[config.mk]
export PLATFORM = sky130hd
export DESIGN_NAME = ipif_param_streamer
export DESIGN_NICKNAME = d
export VERILOG_FILES = /design/src/rtl/ipif_stream_pkg.sv /design/src/rtl/ipif_next_set_bit.sv /design/src/rtl/ipif_param_streamer.sv
export SDC_FILE = /design/constraint.sdc
export NUM_CORES = 1
export LEC_CHECK = 0
export BUFFER_PORTS_ARGS = -buffer_cell sky130_fd_sc_hd__buf_4
export CELL_PAD_IN_SITES_DETAIL_PLACEMENT = 0
export CELL_PAD_IN_SITES_GLOBAL_PLACEMENT = 2
export CORE_MARGIN = 5
export CORE_UTILIZATION = 29
export DETAILED_ROUTE_END_ITERATION = 10
export PLACE_DENSITY = 0.78
export SLEW_MARGIN = 20
export SYNTH_ARGS = -nofsm -noshare
export SYNTH_HDL_FRONTEND = slang
export SYNTH_SLANG_ARGS = --single-unit
[constraint.sdc]
create_clock -name clk -period 1.9 [get_ports clk]
set_input_delay 0.38 -clock clk [delete_from_list [all_inputs] [get_ports clk]]
set_output_delay 0.38 -clock clk [all_outputs]
set_load 0.05 [all_outputs]
[src/rtl/ipif_stream_pkg.sv]
// Shared types and sizing helpers for the IPIF parameter streamer.
package ipif_stream_pkg;

    typedef enum logic [1:0] {
        IDLE = 2'd0,
        SNAP = 2'd1,
        SEND = 2'd2,
        GAP  = 2'd3
    } state_t;

    localparam int SWEEP_CNT_W = 16;

    function automatic int idx_width(input int n);
        return (n > 1) ? $clog2(n) : 1;
    endfunction

endpackage

[src/rtl/ipif_next_set_bit.sv]
// Combinational priority encoder: lowest set bit of mask above base_idx
// (or at base_idx when inclusive), with a none-found flag.
module ipif_next_set_bit #(
    parameter int N     = 2,
    parameter int IDX_W = 1
)(
    input  logic [N-1:0]     mask,
    input  logic [IDX_W-1:0] base_idx,
    input  logic             inclusive,
    output logic [IDX_W-1:0] found_idx,
    output logic             none
);

    // Scanning downward lets the lowest qualifying bit win.
    always_comb begin
        found_idx = '0;
        none      = 1'b1;
        for (int k = N - 1; k >= 0; k--) begin
            if (mask[k] && ((k > int'(base_idx)) || (inclusive && (k == int'(base_idx))))) begin
                found_idx = IDX_W'(k);
                none      = 1'b0;
            end
        end
    end

endmodule

[src/rtl/ipif_param_streamer.sv]
// Snapshots a wide IPIF parameter vector and streams it as indexed words.
// Define IPIF_STREAM_CHANGE_ONLY_EN to send only words changed since last sent.
module ipif_param_streamer
    import ipif_stream_pkg::*;
#(
    parameter int C_S_AXI_DATA_WIDTH = 32,
    parameter int N_REG              = 2,
    parameter int GAP_CYCLES         = 0,
    parameter int REFRESH_SWEEPS     = 16,
    localparam int IDX_W             = idx_width(N_REG)
)(
    input  logic                                clk,
    input  logic                                reset,
    input  logic [N_REG*C_S_AXI_DATA_WIDTH-1:0] params_in,
    input  logic                                enable,
    output logic                                out_valid,
    input  logic                                out_ready,
    output logic [C_S_AXI_DATA_WIDTH-1:0]       out_data,
    output logic [IDX_W-1:0]                    out_idx,
    output logic                                out_first,
    output logic                                out_last,
    output logic [SWEEP_CNT_W-1:0]              sweep_count,
    output logic                                busy
);

    localparam int W = C_S_AXI_DATA_WIDTH;

    state_t                   state, state_nxt;
    logic [N_REG*W-1:0]       snap_q;
    logic [IDX_W-1:0]         idx_q;
    logic                     first_q;
    logic [SWEEP_CNT_W-1:0]   sweep_cnt_q;
    logic [15:0]              gap_cnt_q;

    logic                     beat_fire;
    logic [IDX_W-1:0]         first_idx;
    logic [IDX_W-1:0]         next_idx;
    logic                     at_last;
    logic                     snap_empty;
    state_t                   after_sweep;

    assign beat_fire = (state == SEND) && out_ready;

`ifdef IPIF_STREAM_CHANGE_ONLY_EN
    localparam int REF_W = idx_width(REFRESH_SWEEPS);

    logic [N_REG*W-1:0] last_sent_q;
    logic [N_REG-1:0]   mask_q;
    logic [N_REG-1:0]   snap_mask;
    logic [REF_W-1:0]   refresh_cnt_q;
    logic               first_snap_q;
    logic               refresh;
    logic [N_REG-1:0]   enc_mask;
    logic [IDX_W-1:0]   enc_base;
    logic [IDX_W-1:0]   enc_idx;
    logic               enc_none;

    assign refresh = first_snap_q || (refresh_cnt_q == REF_W'(REFRESH_SWEEPS - 1));

    always_comb begin
        snap_mask = '0;
        for (int k = 0; k < N_REG; k++) begin
            snap_mask[k] = refresh || (params_in[k*W +: W] != last_sent_q[k*W +: W]);
        end
    end

    // One encoder serves both lookups: first word at SNAP, successor during SEND.
    assign enc_mask = (state == SNAP) ? snap_mask : mask_q;
    assign enc_base = (state == SNAP) ? '0 : idx_q;

    ipif_next_set_bit #(
        .N     (N_REG),
        .IDX_W (IDX_W)
    ) u_next_set_bit (
        .mask      (enc_mask),
        .base_idx  (enc_base),
        .inclusive (state == SNAP),
        .found_idx (enc_idx),
        .none      (enc_none)
    );

    assign first_idx  = enc_idx;
    assign next_idx   = enc_idx;
    assign at_last    = enc_none;
    assign snap_empty = enc_none;

    always_ff @(posedge clk) begin
        if (reset) begin
            last_sent_q   <= '0;
            mask_q        <= '0;
            refresh_cnt_q <= '0;
            first_snap_q  <= 1'b1;
        end else begin
            if (state == SNAP) begin
                mask_q        <= snap_mask;
                first_snap_q  <= 1'b0;
                refresh_cnt_q <= (refresh_cnt_q == REF_W'(REFRESH_SWEEPS - 1)) ?
                                 '0 : refresh_cnt_q + REF_W'(1);
            end
            if (beat_fire) begin
                last_sent_q[int'(idx_q)*W +: W] <= snap_q[int'(idx_q)*W +: W];
            end
        end
    end
`else
    assign first_idx  = '0;
    assign next_idx   = idx_q + IDX_W'(1);
    assign at_last    = (idx_q == IDX_W'(N_REG - 1));
    assign snap_empty = 1'b0;
`endif

    assign after_sweep = (GAP_CYCLES > 0) ? GAP : (enable ? SNAP : IDLE);

    always_comb begin
        state_nxt = state;
        unique case (state)
            IDLE: if (enable) state_nxt = SNAP;
            SNAP: state_nxt = snap_empty ? after_sweep : SEND;
            SEND: if (beat_fire && at_last) state_nxt = after_sweep;
            GAP:  if (gap_cnt_q == '0) state_nxt = enable ? SNAP : IDLE;
            default: state_nxt = IDLE;
        endcase
    end

    // The gap counter is loaded one short so GAP lasts exactly GAP_CYCLES cycles.
    always_ff @(posedge clk) begin
        if (reset) begin
            state       <= IDLE;
            snap_q      <= '0;
            idx_q       <= '0;
            first_q     <= 1'b0;
            sweep_cnt_q <= '0;
            gap_cnt_q   <= '0;
        end else begin
            state <= state_nxt;
            case (state)
                SNAP: begin
                    snap_q  <= params_in;
                    idx_q   <= first_idx;
                    first_q <= 1'b1;
                end
                SEND: begin
                    if (beat_fire) begin
                        first_q <= 1'b0;
                        if (at_last) begin
                            sweep_cnt_q <= sweep_cnt_q + SWEEP_CNT_W'(1);
                        end else begin
                            idx_q <= next_idx;
                        end
                    end
                end
                GAP: begin
                    if (gap_cnt_q != '0) gap_cnt_q <= gap_cnt_q - 16'd1;
                end
                default: ;
            endcase
            if ((state_nxt == GAP) && (state != GAP)) begin
                gap_cnt_q <= 16'(GAP_CYCLES - 1);
            end
        end
    end

    assign out_valid   = (state == SEND);
    assign out_data    = (state == SEND) ? snap_q[int'(idx_q)*W +: W] : '0;
    assign out_idx     = (state == SEND) ? idx_q : '0;
    assign out_first   = (state == SEND) && first_q;
    assign out_last    = (state == SEND) && at_last;
    assign sweep_count = sweep_cnt_q;
    assign busy        = (state != IDLE);

endmodule

==> flow_summary.toml, run 1 <==
[outcome]
status = "completed"

[drt]
drc = 0
routedWlPerCell_um = 15.1
viasPerCell = 4.80
antenna_left = 0
num_vias = 4233
wirelength_um = 13300
drt-pass1-iter-count = 4
drtIter0Drc = 207

[floorplan]
fp.dieH_um = 134
num_io_pins = 121
start_util = 0.294
num_rows = 45
die_area_um2 = 17900
coreArea_um2 = 15100
die_width_um = 134

[timing]
rsz0062_at_grt = "yes"
slew_headroom = 0.751
setup_viol = 0
layout_min_cycle_time_ps = 1890
fin_setup_tns_ps = 0
maxSlewViolCount = 0
skew_ps = 9.66
fmax_mhz = 530
fin_crit_sh = 0.993
hold_violations = 0
worstMarginPinSlew_ps = 374

[global_route]
grt_max_degree = 65
gr-total-overflow = 0
grt_pass1_vias = 4280
grt_antenna_before_repair = 0
grt_pass1_wl_um = 21100
grt_usage = 0.146

[setup_path]
critPathLaunchType = "flip-flop"
reg2reg_setup_slack_ps = 70
timing.critical_path.to_type = "output pin"
rr_startpoint = "gap_cnt_q[10]"
crit_fanout = 11
arrival_ps = 1510
worst-setup-path-type = "flip-flop to output pin"
rr_endpoint = "gap_cnt_q[8]"
worst_ep_required_time_ps = 1520
cp-endpoint = "out_data[11]"
critPathLaunch = "at_last"
ff2ff_path_depth = 4

[worst_hold_path]
hp-class = "input port to flip-flop"

[layout]
drive_above_1_share = 0.362
layout_common_cells = "140 x nand2_1, 105 x buf_4, 90 x dfxtp_1"
final_area_um2 = 6740
area_growth_pct = 51.7
final_common_cell = "nand2_1"
fin_nets = 758
diodes = 0
instances_no_fill = 881

[synthesis]
yosysUniqueCellTypes = 42
netlist_area_um2 = 4440
ys_ff_latch = 100
ys_seq_area_frac = 0.451
synth_cells = 564
synth_nets = 634
avgSynthCellArea_um2 = 7.88
yosysWarnings = 0

[placement]
numPlacedInstances = 853
dp.final_hpwl_um = 8870
gp_congestion = 0.744
placed_area_um2 = 5720
placement.io_buffers = 120

[power]
irDropWorstVdd_mv = 0.418
intPower_uw = 3370
p_comb_frac = 0.123
netSwitchingPower_uw = 1160
p_per_area_nw_per_um2 = 672
seqPwrFrac = 0.484
p_leak_uw = 0.00236
power_frac_clock = 0.393
swShare = 0.256

[cts]
clockRootBuffer = "clkbuf_16"
clk_path_buf_depth = 2
clkSlewWorstSetupHoldPaths_ps = 70
cts-htree-levels = 3
clk_latency_ps = 350
cts_tree = "built"
cts_sinks = 100
numCtsBuffers = 9

[run]
maxCapViolCount = 0
[power groups by stage]
| stage | combinational, uW | clock (uW) | sequential (uW) |
|---|---|---|---|
| after floorplan | 247 | 0 | 2220 |
| final | 556 | 1780 | 2190 |
| after CTS | 505 | 1840 | 2190 |
| after global routing | 602 | 1910 | 2200 |
| after detailed placement | 457 | 0 | 2240 |
| after global placement | 453 | 0 | 2230 |
[metal layers]
| metal | track usage | vias to the layer above | share of wire |
|---|---|---|---|
| met5 | 0 | - | 0 |
| li1 | - | 2173 | - |
| met2 | 0.244 | 88 | 0.48 |
| met4 | 0.0451 | 0 | 0.013 |
| met1 | 0.182 | 1958 | 0.46 |
| met3 | 0.0423 | 14 | 0.048 |
[repair_timing]
item	in CTS	in global routing
gates cloned	3	1
hold buffers	0	0
setup buffers	1	7
endpoints found under the setup margin	36	43
resized for setup	56	82
pin swaps	0	22
[metrics by stage]
step                 util  total power (uW)  setup slack (ps)  hold WS (ps)
finish              0.447              4530              12.6           269
global route        0.447              4710             -48.8           266
CTS                 0.417              4530             -28.1           256
detailed placement  0.379              2690              1.10           446
global placement    0.379              2690              89.1           442
floorplan               -              2470             -33.0           436
[sequential cells by signal, indices dropped and copies added (netlist names)]
| register | count |
|---|---|
| gap_cnt_q | 16 |
| snap_q | 64 |
| state | 2 |
| first_q | 1 |
| at_last | 1 |
| sweep_count | 16 |
[kinds of logic after synthesis]
kind of cell | after synthesis | synth area share
flip-flops | 100 | 0.451
XOR/XNOR | 8 | 0.0158
adder cells (fa/ha/maj) | 2 | 0.00563
AO/OA/AOI/OAI | 108 | 0.135
multiplexers | 38 | 0.0870
AND/OR/NAND/NOR | 263 | 0.265
buffers and inverters | 45 | 0.0406
[area by class of cell]
class                      count  area (um^2)
clock buffer                  11          253
clock inverter                 5         36.3
fill                        1534         8350
inverter                       7         26.3
multi-input combinational    419         2680
sequential                   100         2020
tap                          188          235
timing repair buffer         151         1490
[critical path, cell delays in order (launching register included)]
cell,delay [ps]
dfxtp_4,430
buf_12,190
mux2i_1,320
nor2_4,50
buf_6,150
[synth_stat cells (all sizes together)]
cell,number,share of area
nor3,9,0.013
and4,2,0.0039
dfxtp,100,0.45
or3,7,0.0099
o2111a,1,0.0025
clkbuf,23,0.019
buf,15,0.015
a211o,2,0.0039
xor2,4,0.0079
a311oi,1,0.0020
and4bb,1,0.0028
a211oi,2,0.0034
nor2b,5,0.0070
or4,5,0.010
nand3b,1,0.0017
or2,1,0.0014
a2111oi,3,0.0059
o31ai,4,0.0068
a22oi,1,0.0017
nor4,3,0.0042
o211ai,2,0.0034
nand4,10,0.014
nand2b,2,0.0028
mux2i,33,0.074
o41ai,2,0.0039
mux2,5,0.013
nor2,58,0.049
a21oi,83,0.094
ha,2,0.0056
and3,2,0.0028
o21ai,7,0.0079
nand2,141,0.12
inv,7,0.0059
xnor2,4,0.0079
nand3,8,0.0090
nand4b,3,0.0059
and2,3,0.0042
or4b,2,0.0045
[how the worst min path moves through the flow]
stage                       start          to  slack [ps]  depth (start not counted)
floorplan               snap_q[0]   snap_q[0]         440                          2
global placement       snap_q[18]  snap_q[18]         440                          2
detailed placement      snap_q[0]   snap_q[0]         450                          2
CTS                 params_in[29]  snap_q[29]         260                          3
global route        params_in[52]  snap_q[52]         270                          3
finish                  out_ready     first_q         270                          2
No activity file was read; power rests on OpenSTA's default activity.
==> inputs of run 2 (changes only) <==
- PLACE_DENSITY: 0.78 -> default
- PLACE_DENSITY_LB_ADDON: default -> 0.1
==> run 2 against run 1 <==
Compared with the run above:
- the run now ends with setup timing left
- critical path type unchanged
- largest power group is now the clock network
- non-clock buffer count decreased by 2
- final area is 0.78% lower
- clock skew shrank 2.7 ps
- clock power up 25%
- highest routed layer unchanged
- worst hold slack improved by 6.7 ps
- total power up 9.6%
- combinational power decreased by 3%
==> flow_summary.toml, run 2 (same netlist as run 1, synthesis figures left out) <==
[power]
p_per_area_nw_per_um2 = 742
irDropWorstVdd_mv = 0.472
p_leak_uw = 0.00238

[timing]
fmax_mhz = 524
rsz0062_at_grt = "yes"
layout_min_cycle_time_ps = 1910
slew_headroom = 0.719
setup_viol = 1
fin_hold_ws_ps = 276
setup_slack_ps = -8.02
fin_crit_sh = 1.00
maxSlewViolCount = 0
worstMarginPinSlew_ps = 419
skew_ps = 6.93
hold_violations = 0

[cts]
cts_sinks = 100
cts-htree-levels = 3
hold_buffers = 0
cts_tree = "built"
clk_latency_ps = 350
clk_path_buf_depth = 2
clockRootBuffer = "clkbuf_16"
clkSlewWorstSetupHoldPaths_ps = 70
numCtsBuffers = 9

[layout]
final_common_cell = "nand2_1"
final_util = 0.443
nFillCells = 1527
layout_common_cells = "141 x nand2_1, 103 x buf_4, 90 x dfxtp_1"
regMostFlops = "snap_q"
fin_nets = 756
diodes = 0
largest_register_ffs = 64
area_growth_pct = 50.6
drive_above_1_share = 0.349

[drt]
num_vias = 4198
wirelength_um = 13300
drt-pass1-iter-count = 4
drc = 0
viasPerCell = 4.78
drtIter0Drc = 194
routedWlPerCell_um = 15.2
antenna_left = 0

[global_route]
grt_pass1_wl_um = 21700
grt_antenna_before_repair = 0
grt_pass1_vias = 4191
grt_usage = 0.151
gr-total-overflow = 0
grt_max_degree = 66

[setup_path]
timing.critical_path.to_type = "output pin"
worst-setup-path-type = "flip-flop to output pin"
reg2reg_setup_slack_ps = 130
rr_endpoint = "gap_cnt_q[8]"
crit_fanout = 10
ff2ff_path_depth = 6
worst_ep_required_time_ps = 1520
arrival_ps = 1530
rr_startpoint = "gap_cnt_q[0]"
critPathLaunch = "state[0]"
critPathLaunchType = "flip-flop"

[floorplan]
die_area_um2 = 17900
num_io_pins = 121
num_rows = 45
die_width_um = 134
coreArea_um2 = 15100
start_util = 0.294
fp.dieH_um = 134

[placement]
dp.final_hpwl_um = 9150
gp_congestion = 0.723
placement.io_buffers = 120

[run]
maxCapViolCount = 0

[worst_hold_path]
hold_depth = 3
worstHoldStart = "params_in[38]"
hp-class = "input port to flip-flop"
hold_end = "snap_q[38]"

[outcome]
violations = "setup timing"
status = "finished with violations"
## run 2: cell types whose count changed in the layout (fill, tap and decap cells not counted), moves of 2 or more
cell        before  now
nor2_2           0   18
nor2_4          32   14
buf_6           17   34
buf_4          105  103
mux2i_1         14   16
bufinv_16        0    4
mux2i_4          4   13
mux2i_2         15    4
clkinvlp_4       3    1
clkbuf_8         2    0
buf_8           20    3
## run 2: cell type report
class | count | area (um^2) | share of cell area
multi-input combinational | 419 | 2630 | 0.393
clock inverter | 6 | 136 | 0.0204
clock buffer | 10 | 229 | 0.0342
tap | 188 | 235 | 0.0352
timing repair buffer | 149 | 1410 | 0.211
sequential | 100 | 2020 | 0.302
inverter | 7 | 26.3 | 0.00393
## run 2: how the worst max path moves through the flow
stage                   endpoint  slack (ps)  cells past startpoint
finish              out_data[29]          -8                      5
CTS                 out_data[29]         -20                      5
global route           out_first         -70                      5
global placement    gap_cnt_q[6]         100                      6
detailed placement  gap_cnt_q[7]          30                      4
floorplan            out_data[1]         -30                      4
## run 2: report_power, final
| part | total [uW] | switching [uW] | internal, uW |
|---|---|---|---|
| clock network | 2230 | 804 | 1420 |
| logic | 537 | 281 | 256 |
| registers | 2200 | 43.5 | 2150 |
## run 2: timing repair
action                     CTS  global route
pin swaps                    3             2
gates cloned                 3             0
setup endpoints to repair   35            42
gates resized for setup     71            35
buffers inserted             4             0
## run 2: critical path, cell delays in order (launching register included)
cell and delay [ps]:
dfxtp_4 340, buf_6 120, nand2b_4 210, buf_6 190, nor2_2 150, buf_6 170
## run 2: through the flow
stage / TNS, ps / power (uW) / worst slack [ps] / cells / area (um^2)
after floorplan: -33.0 / 2470 / -33.0 / 564 / 4520
after global placement: 0 / 2690 / 97.1 / 856 / 5750
after detailed placement: 0 / 2690 / 31.1 / 856 / 5750
after CTS: -167 / 5010 / -24.3 / 879 / 6500
after global routing: -987 / 5170 / -67.4 / 879 / 6690
final: -8.02 / 4960 / -8.02 / 879 / 6690
## run 2: metal layers
layer | routed length, um | up-vias | track usage | share of wire
met5 | 0 | - | 0 | 0
met4 | 189 | 0 | 0.0520 | 0.014
met3 | 701 | 12 | 0.0397 | 0.053
met2 | 5930 | 88 | 0.233 | 0.44
met1 | 6520 | 1924 | 0.203 | 0.49
li1 | - | 2174 | - | -
